==> src/rtl/calc_pkg.sv <==
// Shared definitions for the calculator command parser: op codes, ASCII
// constants, parser state encoding and character classification helpers.
package calc_pkg;

   localparam int unsigned OPC_W = 5;

   localparam logic [OPC_W-1:0] OP_ADD = 5'd0;
   localparam logic [OPC_W-1:0] OP_SUB = 5'd1;
   localparam logic [OPC_W-1:0] OP_MUL = 5'd2;
   localparam logic [OPC_W-1:0] OP_DIV = 5'd3;
   localparam logic [OPC_W-1:0] OP_MOD = 5'd4;
   localparam logic [OPC_W-1:0] OP_AND = 5'd5;
   localparam logic [OPC_W-1:0] OP_OR  = 5'd6;
   localparam logic [OPC_W-1:0] OP_XOR = 5'd7;
   localparam logic [OPC_W-1:0] OP_SHL = 5'd8;
   localparam logic [OPC_W-1:0] OP_SHR = 5'd9;

   localparam logic [7:0] CH_LF    = 8'h0A;
   localparam logic [7:0] CH_CR    = 8'h0D;
   localparam logic [7:0] CH_SP    = 8'h20;
   localparam logic [7:0] CH_HASH  = 8'h23;
   localparam logic [7:0] CH_PCT   = 8'h25;
   localparam logic [7:0] CH_AMP   = 8'h26;
   localparam logic [7:0] CH_STAR  = 8'h2A;
   localparam logic [7:0] CH_PLUS  = 8'h2B;
   localparam logic [7:0] CH_COMMA = 8'h2C;
   localparam logic [7:0] CH_MINUS = 8'h2D;
   localparam logic [7:0] CH_SLASH = 8'h2F;
   localparam logic [7:0] CH_0     = 8'h30;
   localparam logic [7:0] CH_9     = 8'h39;
   localparam logic [7:0] CH_LT    = 8'h3C;
   localparam logic [7:0] CH_GT    = 8'h3E;
   localparam logic [7:0] CH_UA    = 8'h41;
   localparam logic [7:0] CH_UF    = 8'h46;
   localparam logic [7:0] CH_CARET = 8'h5E;
   localparam logic [7:0] CH_LA    = 8'h61;
   localparam logic [7:0] CH_LF_HEX = 8'h66;
   localparam logic [7:0] CH_S     = 8'h73;
   localparam logic [7:0] CH_PIPE  = 8'h7C;

   typedef enum logic [2:0] {
      ST_IDLE,
      ST_OP,
      ST_SRC1,
      ST_SRC2,
      ST_DISCARD
   } state_e;

   typedef struct packed {
      logic             valid;
      logic [OPC_W-1:0] code;
   } op_dec_t;

   // Map an operator character to its op code; valid=0 for non-operators.
   function automatic op_dec_t op_decode(input logic [7:0] c);
      op_dec_t d;
      d.valid = 1'b1;
      d.code  = OP_ADD;
      case (c)
         CH_PLUS:  d.code = OP_ADD;
         CH_MINUS: d.code = OP_SUB;
         CH_STAR:  d.code = OP_MUL;
         CH_SLASH: d.code = OP_DIV;
         CH_PCT:   d.code = OP_MOD;
         CH_AMP:   d.code = OP_AND;
         CH_PIPE:  d.code = OP_OR;
         CH_CARET: d.code = OP_XOR;
         CH_LT:    d.code = OP_SHL;
         CH_GT:    d.code = OP_SHR;
         default:  d.valid = 1'b0;
      endcase
      return d;
   endfunction

   function automatic logic is_dec(input logic [7:0] c);
      return (c >= CH_0) && (c <= CH_9);
   endfunction

   function automatic logic is_hex(input logic [7:0] c);
      return is_dec(c) || ((c >= CH_UA) && (c <= CH_UF)) ||
             ((c >= CH_LA) && (c <= CH_LF_HEX));
   endfunction

   // Letters a-f/A-F share low nibbles 1..6, so +9 yields 10..15.
   function automatic logic [3:0] hex_val(input logic [7:0] c);
      if (is_dec(c)) return c[3:0];
      return 4'(c[3:0] + 4'd9);
   endfunction

endpackage

==> src/rtl/calc_cmd_fifo.sv <==
// First-word fall-through command queue; a pop frees a slot for a
// same-cycle push even when full.
module calc_cmd_fifo #(
   parameter int unsigned W     = 38,
   parameter int unsigned DEPTH = 4
) (
   input  logic                       clk,
   input  logic                       rst_i,
   input  logic                       push_i,
   input  logic [W-1:0]               data_i,
   input  logic                       pop_i,
   output logic [W-1:0]               data_o,
   output logic                       full_o,
   output logic                       empty_o,
   output logic [$clog2(DEPTH):0]     count_o
);

   localparam int unsigned AW = $clog2(DEPTH);
   localparam int unsigned CW = AW + 1;

   logic [W-1:0]  mem_q [DEPTH];
   logic [AW-1:0] wr_ptr_q;
   logic [AW-1:0] rd_ptr_q;
   logic [CW-1:0] count_q;
   logic          do_push;
   logic          do_pop;

   assign empty_o = (count_q == '0);
   assign full_o  = (count_q == CW'(DEPTH));
   assign count_o = count_q;
   assign data_o  = mem_q[rd_ptr_q];

   assign do_pop  = pop_i && !empty_o;
   assign do_push = push_i && (!full_o || do_pop);

   // Pointers wrap naturally because DEPTH is a power of two.
   always_ff @(posedge clk) begin
      if (rst_i) begin
         wr_ptr_q <= '0;
         rd_ptr_q <= '0;
         count_q  <= '0;
      end else begin
         if (do_push) wr_ptr_q <= wr_ptr_q + AW'(1);
         if (do_pop)  rd_ptr_q <= rd_ptr_q + AW'(1);
         case ({do_push, do_pop})
            2'b10:   count_q <= count_q + CW'(1);
            2'b01:   count_q <= count_q - CW'(1);
            default: count_q <= count_q;
         endcase
      end
   end

   always_ff @(posedge clk) begin
      if (do_push) mem_q[wr_ptr_q] <= data_i;
   end

endmodule

==> src/rtl/calc_cmd_parser.sv <==
// ASCII command-line parser feeding a command queue for the calculator ALU.
// Optional decimal operands ('#' prefix) are enabled by CALC_DEC_INPUT_EN.
module calc_cmd_parser
   import calc_pkg::*;
#(
   parameter int unsigned OPW   = 16,
   parameter int unsigned DEPTH = 4
) (
   input  logic                     clk,
   input  logic                     n_rst,
   input  logic [7:0]               rx_data,
   input  logic                     rx_valid,
   output logic                     cmd_valid,
   input  logic                     cmd_ready,
   output logic                     cmd_signed,
   output logic [OPC_W-1:0]         cmd_op,
   output logic [OPW-1:0]           cmd_src1,
   output logic [OPW-1:0]           cmd_src2,
   output logic [$clog2(DEPTH):0]   fifo_count,
   output logic                     parse_err,
   output logic                     cmd_drop
);

   localparam int unsigned HEX_MAX = OPW / 4;
   localparam int unsigned CNTW    = 5;
   localparam int unsigned PW      = 1 + OPC_W + 2 * OPW;
`ifdef CALC_DEC_INPUT_EN
   localparam int unsigned DW      = OPW + 4;
   localparam int unsigned DEC_MAX = 20;
`endif

   state_e            state_q;
   logic              sgn_q;
   logic [OPC_W-1:0]  op_q;
   logic [OPW-1:0]    acc1_q;
   logic [OPW-1:0]    acc2_q;
   logic [CNTW-1:0]   cnt_q;
   logic              err_q;
   logic              commit_q;
   logic [PW-1:0]     commit_data_q;
   logic              drop_q;
`ifdef CALC_DEC_INPUT_EN
   logic              dec_q;
   logic [DW-1:0]     dec_wide_c;
`endif

   op_dec_t           opd_c;
   logic              byte_c;
   logic              is_lf_c;
   logic              dig_ok_c;
   logic              hash_ok_c;
   logic              bad_c;
   logic [OPW-1:0]    acc_cur_c;
   logic [OPW-1:0]    acc_nxt_c;
   logic              pop_c;
   logic              full_c;
   logic              empty_c;
   logic [PW-1:0]     head_c;
   logic [PW-1:0]     shown_c;

   assign opd_c   = op_decode(rx_data);
   assign byte_c  = rx_valid && (rx_data != CH_CR);
   assign is_lf_c = (rx_data == CH_LF);

   // Digit acceptance and accumulator update for whichever operand is active.
   always_comb begin
      acc_cur_c = (state_q == ST_SRC2) ? acc2_q : acc1_q;
      acc_nxt_c = acc_cur_c;
      dig_ok_c  = 1'b0;
      hash_ok_c = 1'b0;
`ifdef CALC_DEC_INPUT_EN
      dec_wide_c = DW'(acc_cur_c) * DW'(10) + DW'(rx_data[3:0]);
      hash_ok_c  = (rx_data == CH_HASH) && (cnt_q == '0) && !dec_q;
      if (dec_q) begin
         if (is_dec(rx_data) && (cnt_q < CNTW'(DEC_MAX)) &&
             (dec_wide_c[DW-1:OPW] == '0)) begin
            dig_ok_c  = 1'b1;
            acc_nxt_c = dec_wide_c[OPW-1:0];
         end
      end else
`endif
      if (is_hex(rx_data) && (cnt_q < CNTW'(HEX_MAX))) begin
         dig_ok_c  = 1'b1;
         acc_nxt_c = {acc_cur_c[OPW-5:0], hex_val(rx_data)};
      end
   end

   // Classify the current byte as malformed for the current state.
   always_comb begin
      bad_c = 1'b0;
      if (byte_c) begin
         case (state_q)
            ST_IDLE: bad_c = !((rx_data == CH_SP) || is_lf_c ||
                               (rx_data == CH_S) || opd_c.valid);
            ST_OP:   bad_c = !opd_c.valid;
            ST_SRC1: bad_c = !(dig_ok_c || hash_ok_c ||
                               ((rx_data == CH_COMMA) && (cnt_q != '0)));
            ST_SRC2: bad_c = !(dig_ok_c || hash_ok_c ||
                               (is_lf_c && (cnt_q != '0)));
            default: bad_c = 1'b0;
         endcase
      end
   end

   // Line parser FSM; a commit is staged one edge before the queue write.
   always_ff @(posedge clk) begin
      if (n_rst) begin
         state_q       <= ST_IDLE;
         sgn_q         <= 1'b0;
         op_q          <= '0;
         acc1_q        <= '0;
         acc2_q        <= '0;
         cnt_q         <= '0;
         err_q         <= 1'b0;
         commit_q      <= 1'b0;
         commit_data_q <= '0;
         drop_q        <= 1'b0;
`ifdef CALC_DEC_INPUT_EN
         dec_q         <= 1'b0;
`endif
      end else begin
         err_q    <= 1'b0;
         commit_q <= 1'b0;
         drop_q   <= commit_q && full_c && !pop_c;
         if (state_q == ST_IDLE) begin
            acc1_q <= '0;
            acc2_q <= '0;
            cnt_q  <= '0;
`ifdef CALC_DEC_INPUT_EN
            dec_q  <= 1'b0;
`endif
         end
         if (byte_c) begin
            if (bad_c) begin
               err_q   <= 1'b1;
               state_q <= is_lf_c ? ST_IDLE : ST_DISCARD;
            end else begin
               case (state_q)
                  ST_IDLE: begin
                     if (rx_data == CH_S) begin
                        sgn_q   <= 1'b1;
                        state_q <= ST_OP;
                     end else if (opd_c.valid) begin
                        sgn_q   <= 1'b0;
                        op_q    <= opd_c.code;
                        state_q <= ST_SRC1;
                     end
                  end
                  ST_OP: begin
                     op_q    <= opd_c.code;
                     state_q <= ST_SRC1;
                  end
                  ST_SRC1: begin
                     if (dig_ok_c) begin
                        acc1_q <= acc_nxt_c;
                        cnt_q  <= cnt_q + CNTW'(1);
                     end
`ifdef CALC_DEC_INPUT_EN
                     else if (hash_ok_c) dec_q <= 1'b1;
`endif
                     else begin
                        cnt_q   <= '0;
                        state_q <= ST_SRC2;
`ifdef CALC_DEC_INPUT_EN
                        dec_q   <= 1'b0;
`endif
                     end
                  end
                  ST_SRC2: begin
                     if (dig_ok_c) begin
                        acc2_q <= acc_nxt_c;
                        cnt_q  <= cnt_q + CNTW'(1);
                     end
`ifdef CALC_DEC_INPUT_EN
                     else if (hash_ok_c) dec_q <= 1'b1;
`endif
                     else begin
                        commit_q      <= 1'b1;
                        commit_data_q <= {sgn_q, op_q, acc1_q, acc2_q};
                        state_q       <= ST_IDLE;
                     end
                  end
                  ST_DISCARD: begin
                     if (is_lf_c) state_q <= ST_IDLE;
                  end
                  default: state_q <= ST_IDLE;
               endcase
            end
         end
      end
   end

   calc_cmd_fifo #(
      .W     (PW),
      .DEPTH (DEPTH)
   ) u_fifo (
      .clk     (clk),
      .rst_i   (n_rst),
      .push_i  (commit_q),
      .data_i  (commit_data_q),
      .pop_i   (pop_c),
      .data_o  (head_c),
      .full_o  (full_c),
      .empty_o (empty_c),
      .count_o (fifo_count)
   );

   assign cmd_valid = !empty_c;
   assign pop_c     = cmd_valid && cmd_ready;
   assign shown_c   = cmd_valid ? head_c : '0;
   assign {cmd_signed, cmd_op, cmd_src1, cmd_src2} = shown_c;
   assign parse_err = err_q;
   assign cmd_drop  = drop_q;

endmodule

==> config.mk <==
export PLATFORM = sky130hd
export DESIGN_NAME = calc_cmd_parser
export DESIGN_NICKNAME = d
export VERILOG_FILES = /design/src/rtl/calc_pkg.sv /design/src/rtl/calc_cmd_fifo.sv /design/src/rtl/calc_cmd_parser.sv
export SDC_FILE = /design/constraint.sdc
export NUM_CORES = 1
export LEC_CHECK = 0
export ABC_AREA = 1
export CAP_MARGIN = 20
export CORE_UTILIZATION = 35
export CTS_CLUSTER_DIAMETER = 120
export DETAILED_ROUTE_END_ITERATION = 8
export PLACE_DENSITY = 0.57
export REMOVE_ABC_BUFFERS = 1
export SLEW_MARGIN = 20
export SYNTH_ARGS = -nofsm -noshare
export SYNTH_HDL_FRONTEND = slang
export SYNTH_HIERARCHICAL = 1
export SYNTH_SLANG_ARGS = --single-unit
==> constraint.sdc <==
create_clock -name clk -period 10.5 [get_ports clk]
set_input_delay 2.1 -clock clk [delete_from_list [all_inputs] [get_ports clk]]
set_output_delay 2.1 -clock clk [all_outputs]
set_load 0.005 [all_outputs]
## After elaboration in Yosys (flattened, before gate mapping)

Memories as Yosys holds them, arrays and structs flattened. A register that Yosys moved wholly into a read port is not among the register bits.
Cells that the tools add are included.

- Equal/unequal tests: 28
- Mux-type cells: 48
- Add/subtract/negate cells: 6
- Reductions and logical operators: 40
- Magnitude comparators: 7
- Bitwise operators: 4

Operator list:

| kind | count |
|---|---|
| 2-to-1 mux 16 bit | 12 |
| == test 8 x 6 -> 1 bit (second input constant) | 10 |
| 2-to-1 mux 38 bit | 1 |
| case mux 4 bit (9 select lines) | 1 |
| 2-to-1 mux 5 bit | 7 |
| == test 8 x 7 -> 1 bit (second input constant) | 3 |
| 2-to-1 mux 3 bit | 7 |
| case mux 5 bit (2 select lines) | 2 |
| >= comparator 8 x 7 -> 1 bit (second input constant) | 2 |
| <= comparator 8 x 7 -> 1 bit (second input constant) | 2 |
| case mux 3 bit (5 select lines) | 1 |
| logical AND 1 bit | 12 |
| 2-to-1 mux 1 bit | 11 |
| AND reduction 5 bit | 2 |
| OR reduction 10 bit | 1 |
| inequality test 3 bit (second input constant) | 3 |
| == test 8 x 4 -> 1 bit (second input constant) | 1 |
| >= comparator 8 x 6 -> 1 bit (second input constant) | 1 |
| <= comparator 8 x 6 -> 1 bit (second input constant) | 1 |
| logical OR 1 bit | 8 |
| 2-to-1 mux 4 bit | 2 |
| inequality test 8 x 4 -> 1 bit (second input constant) | 1 |
| AND reduction 4 bit | 2 |
| logical NOT 1 bit | 7 |
| 22 further kinds | 33 |

- RAM bits: 152
- Memories: 1
- Logic and storage cells: 147
- Output and inout port bits: 44
- Flip-flop bits (word level): 94
- Bits of input ports: 12

Memory list:

| memory | depth | width | read ports | clocked after memory_dff | write ports | RTL line | RTL |
|---|---|---|---|---|---|---|---|
| u_fifo.mem_q | 4 | 38 | 1 | 1 | 1 | calc_cmd_fifo.sv:21 | `logic [W-1:0] mem_q [DEPTH];` |

## Logic depth before layout (Yosys ltp)

Gate-level depths: netlist (run 1).

- Word-level depth: 12
- Depth in mapped cells: 17
- Depth with buffers taken out: 16

## Hierarchy

Netlist (run 1), hierarchy kept.

By module, submodules not included:

| module | cells an instance | area an instance (um^2) | instances | seq. area each (um^2) |
|---|---|---|---|---|
| calc_cmd_fifo | 442 | 6140.9 | 1 | 4744.6 |
| calc_cmd_parser | 781 | 4693.3 | 1 | 1701.6 |

## Least setup slack after synthesis (run 1)

No wires, ideal clock.

- Kind: input-to-reg
- From: input cmd_ready
- To: memory u_fifo.mem_q[0][0] (enable)
- Arrival: 4269 ps
- Library setup time: 433 ps
- Data required time: 10067 ps
- Path buffers: 0
- Stages: 6
- Path slack: 5798 ps
- Path through: inv_1 > nor2_1 > inv_1 > nand3_1 > nand2_1 > nor2_1

- Longest elaborated chain between the ends: 6

Ends and longest elaborated chain:

| what | RTL line | RTL |
|---|---|---|
| start: declaration | calc_cmd_parser.sv:14 | `input logic cmd_ready,` |
| logical AND 1 bit | calc_cmd_parser.sv:209 | `assign pop_c = cmd_valid && cmd_ready;` |
| net pop_c | calc_cmd_parser.sv:55 | `logic pop_c;` |
| logical AND 1 bit | calc_cmd_fifo.sv:33 | `assign do_pop = pop_i && !empty_o;` |
| logical OR 1 bit | calc_cmd_fifo.sv:34 | `assign do_push = push_i && (!full_o \|\| do_pop);` |
| logical AND 1 bit | calc_cmd_fifo.sv:34 |  |
| 2-to-1 mux 1 bit | calc_cmd_fifo.sv:54 | `if (do_push) mem_q[wr_ptr_q] <= data_i;` |
| 2-to-1 mux 1 bit (not written as such) | calc_cmd_fifo.sv:54 |  |
| end: declaration | calc_cmd_fifo.sv:21 |  |

The timed path passes the listed nets, and every way through them passes these cells.

==> run summary, run 1 <==
status = complete, no violations
Slew headroom = 36.4%
CP Capture Type = primary output
Cell Area, Placed = 0.0117 mm2
Mapped Area = 0.0108 mm2
Port-buffer cells = 55
total gr overflow = 0
die area = 0.0317 mm2
# rows = 64
met2 Resource Use GR = 24.7%
fin nets = 1287
MaxCap Viol Count = 0
Final Routed Wirelength = 22300 um
grt peak-use layer = met2
DIE HEIGHT = 178 um
Cells after Synth = 1223
Vias = 7727
clk buf depth = 3
layout cells sized above 1 = 6.31%
clock-pin slew on the worst setup and hold paths = 0.06 ns
Core Box Area = 0.0305 mm2
Hold Buf Count CTS = 0
H-tree levels = 1
Post-DRT Antenna Nets = 0
CTS tree = yes
GR met1 Demand/Resource = 18.4%
Starting Density = 35.5%
Vias/cell = 4.60
gpl congestion = 0.863
most frequent cells in the layout = nor2_1, nand2_1, edfxtp_1, inv_1, dfxtp_1
post-route clock period utilization = 50.7%
Yosys warning count = 6
Post-CTS Setup Bufs = 0
Tot GR Track Use = 14.2%
drc violations = 0
CTS Buf Count = 26
most common cell after layout, fill and taps aside = nor2_1
setup total negative slack = 0 ns
largest net degree at the start of global routing = 78
initial antenna violation count = 0
antenna cell count = 0
Worst Skew = 0.0108 ns
Max Slew Vio Count = 0
Skew-Pair Late Insertion Delay = 0.52 ns
top cells by area, synth = edfxtp_1, dfxtp_1, nor2_1, nand2_1, inv_1
Max Clk Rate = 188 MHz
Final Hold Vio Count = 0
crit path kind = flip-flop to primary output
critical path fanouts, max = 77
startpoint types = flip-flop
Final Setup Violations = 0
path category of the worst min-delay check = flip-flop to flip-flop
Arrival @ worst endpoint = 3.22 ns
wire length per cell = 13.3 um
Crit path required time = 8.40 ns
clock sinks = 246
Final Cell Area = 0.0125 mm2
Die Width = 178 um
leading area contributor after synthesis = edfxtp_1
number of top-level pins = 56
Seq/Total Area, Yosys = 59.5%
VDD IR max = 104 uV
Synth cell types = 37
dpl hpwl = 13200 um
slew of the pin with the lowest slew margin = 0.951 ns
post-synth top area share = 42.1%
Syn Area/Cell = 8.86 um2
clock period minus worst slack = 5.32 ns
Pleak = 4.96 nW
worst reg2reg path startpoint = state_q[2]
GR Util met3 = 1.71%
first-pass GRT wire length = 36200 um
first-pass detailed-route iteration total = 5
vias in the first global route = 7211
# resized after CTS = 0
1st-iter DRT viols = 462
hold_sp = op_q[0]
CTS root buffer = clkbuf_16
Area Growth Syn to Fin = 15.1%
unrepaired setup endpoints after global routing = no
Power Density = 177 mW/mm2
flops & latches, synth = 246
where the power goes:
group	switching (mW)	internal, mW
Combinational	0.195	0.0776
Clock	0.352	0.523
Sequential	0.0194	1.04
path summary, 6_finish.rpt:
check	end	slack, ns	cells past startpoint
max reg2reg	commit_data_q[18]	7.48	10
min	op_q[0]	0.48	2
max	cmd_src2[6]	5.18	8
min reg2reg	op_q[0]	0.48	2
routing by layer:
| metal | up-vias | routed length [um] |
|---|---|---|
| met2 | 130 | 10600 |
| met4 | 0 | 412 |
| li1 | 4031 | - |
| met5 | - | 0 |
| met1 | 3539 | 10500 |
| met3 | 27 | 737 |
state kept, by name, indices dropped and copies added, names as in the netlist, named ones only:
| name | flops |
|---|---|
| cmd_drop | 1 |
| u_fifo/mem_q | 152 |
| commit_q | 1 |
| cnt_q | 5 |
| acc1_q | 16 |
| sgn_q | 1 |
| commit_data_q | 37 |
| op_q | 4 |
| u_fifo/wr_ptr_q | 2 |
| acc2_q | 16 |
| u_fifo/count_o | 3 |
| parse_err | 1 |
| u_fifo/rd_ptr_q | 2 |
| state_q | 3 |
cell families (layout without fill, tap and decap cells):
family,count (synthesis),after routing,share of synthesized area (%)
simple gates,602,602,22.5
flops,246,246,59.5
fa+ha+maj,12,12,1.46
compound gates,171,171,8.48
xor+xnor,2,2,0.162
buf+inv,189,246,7.89
other cells,1,4,0.0346
critical path: stages, from the launching register on:
cell and delay, ns:
dfxtp_2 0.30, buf_4 0.32, inv_2 0.45, buf_4 0.54, o21ai_0 0.16, o22ai_1 0.20, inv_1 0.06, nor2_1 0.09
clkdlybuf4s50_1 0.50
stage by stage:
stage / worst slack, ns / total power, mW / util [%] / cells / hold slack (ns)
6_report: 5.18 / 2.21 / 40.9 / 1679 / 0.482
5_1_grt: 4.86 / 2.30 / 40.9 / 1679 / 0.518
3_5_place_dp: 5.34 / 1.35 / 38.2 / 1631 / 0.474
2_1_floorplan: 5.53 / 1.27 / - / 1169 / 0.455
4_1_cts: 5.11 / 2.23 / 40.9 / 1679 / 0.488
3_3_place_gp: 5.40 / 1.35 / 38.2 / 1631 / 0.468
cells in the mapped netlist, drive strengths merged:
library cell	count
nor2	306
nand2	239
edfxtp	152
inv	132
o21ai	106
dfxtp	94
nand3	46
o22ai	38
buf	34
clkbuf	23
a21oi	22
ha	11
nor3	5
nand4	4
o21a	2
a41oi	1
conb	1
fa	1
nand3b	1
o2111ai	1
o21bai	1
or2	1
xnor2	1
xor2	1
area by class of cell:
type	count	area [um2]
Fill cell	3077	18000
Inverter	132	495
Clock buffer	34	712
Clock inverter	14	111
Timing Repair Buffer	66	633
Multi-Input combinational cell	791	3580
Tap cell	396	495
Sequential cell	246	6450
Note: power is estimated with default switching activity, not from simulation.
==> inputs of run 2 (changes only) <==
clock period = 4.91 ns   (was 10.5 ns; I/O delays follow)
==> run summary, run 2 (synthesis results as in run 1) <==
Final Hold Vio Count = 0
Core Box Area = 0.0305 mm2
max reg flops = 152
VDD IR max = 216 uV
Largest regs = u_fifo/mem_q: 152 flops, commit_data_q: 37 flops
initial antenna violation count = 0
Tot GR Track Use = 14.7%
setup total negative slack = 0 ns
clock-pin slew on the worst setup and hold paths = 0.06 ns
Skew-Pair Late Insertion Delay = 0.51 ns
placed insts = 1635
Pleak = 4.99 nW
Post-DRT Antenna Nets = 0
Vias/cell = 4.62
first-pass detailed-route iteration total = 5
Post-Layout Cell Count = 1680
CTS tree = yes
wire length per cell = 13.5 um
die area = 0.0317 mm2
Tot Pwr = 4.84 mW
first-pass GRT wire length = 37500 um
CP Capture Point = cmd_src2[10]
status = complete, no violations
Slowest Stage Delay on Critical Path = 0.58 ns
CP max stage cell = buf_4
critical path cell sequence = buf_4, o21ai_0, o22ai_1, inv_1, nor2_1, clkdlybuf4s50_1
worst reg2reg path startpoint = u_fifo/count_o[1]
fin nets = 1290
hold_sp = op_q[2]
CP Capture Type = primary output
Die Width = 178 um
register name with the most flops = u_fifo/mem_q
DIE HEIGHT = 178 um
layout cells sized above 1 = 6.78%
crit path kind = flip-flop to primary output
startpoint types = flip-flop
Port-buffer cells = 55
drc violations = 0
Fill cells = 2999
clk buf depth = 3
H-tree levels = 1
clock sinks = 246
# resized after CTS = 0
clock period minus worst slack = 3.64 ns
Max Slew Vio Count = 0
Arrival @ worst endpoint = 2.66 ns
Worst Skew = 0.0108 ns
slew of the pin with the lowest slew margin = 0.921 ns
Worst Reg-to-Reg Cells = 17
unrepaired setup endpoints after global routing = no
Area Growth Syn to Fin = 15.8%
path category of the worst min-delay check = flip-flop to flip-flop
# rows = 64
Power Density = 386 mW/mm2
MaxCap Viol Count = 0
Final Setup Violations = 0
Max Clk Rate = 275 MHz
reg2reg setup slack = 1.94 ns
CTS Buf Count = 25
dpl hpwl = 13700 um
most frequent cells in the layout = nor2_1, nand2_1, edfxtp_1, inv_1, dfxtp_1
CTS root buffer = clkbuf_16
1st-iter DRT viols = 549
largest net degree at the start of global routing = 77
gpl congestion = 0.860
vias in the first global route = 7295
Starting Density = 35.5%
antenna cell count = 0
critical path fanouts, max = 76
post-route clock period utilization = 74.1%
number of top-level pins = 56
most common cell after layout, fill and taps aside = nor2_1
Vias = 7754
Worst R2R End = u_fifo/count_o[2]
Final Routed Wirelength = 22700 um
Hold Buf Count CTS = 0
worst hold slack = 0.486 ns
total gr overflow = 0
Post-CTS Setup Bufs = 0
Crit path required time = 3.93 ns
Slew headroom = 38.5%
run 2: stage by stage:
stage,setup slack (ns),util (%),instance area [um2]
6_report,1.27,41.1,12500
5_1_grt,1.07,41.1,12500
4_1_cts,1.20,41.1,12500
3_5_place_dp,1.11,38.3,11700
3_3_place_gp,1.17,38.3,11700
2_1_floorplan,1.06,-,10500
run 2: how the worst min path moves through the flow:
| stage | end | slack, ns | cells after the start |
|---|---|---|---|
| after CTS | op_q[2] | 0.49 | 2 |
| after global placement | op_q[2] | 0.47 | 2 |
| after detailed placement | op_q[2] | 0.48 | 2 |
| after global routing | acc2_q[8] | 0.52 | 2 |
| final | op_q[2] | 0.49 | 2 |
| after floorplan | op_q[0] | 0.46 | 2 |
run 2: final cells by class:
| class | count | area (um2) | area share (%) |
|---|---|---|---|
| Tap cell | 396 | 495 | 3.95 |
| Timing Repair Buffer | 70 | 663 | 5.29 |
| Inverter | 132 | 495 | 3.95 |
| Multi-Input combinational cell | 791 | 3580 | 28.5 |
| Sequential cell | 246 | 6450 | 51.4 |
| Clock buffer | 31 | 668 | 5.33 |
| Clock inverter | 14 | 193 | 1.54 |
run 2: routing by layer:
| layer | GRT usage, % | wire (um) | vias up |
|---|---|---|---|
| met5 | 0 | 0 | - |
| met4 | 3.35 | 297 | 0 |
| met3 | 1.71 | 753 | 29 |
| met2 | 25.5 | 10900 | 116 |
| met1 | 19.6 | 10700 | 3562 |
| li1 | - | - | 4047 |
run 2: power by group:
group          internal, mW  total [mW]  switching, mW
clock                  1.22        1.98          0.758
sequential             2.23        2.27         0.0428
combinational         0.167       0.586          0.420
run 2: critical path: cells and delay by family, from the launching register on:
kind | cells | cell delay, ns
buffers and inverters | 3 | 1.16
AO/OA/AOI/OAI | 2 | 0.48
AND/OR/NAND/NOR | 1 | 0.09
flip-flops | 1 | 0.33
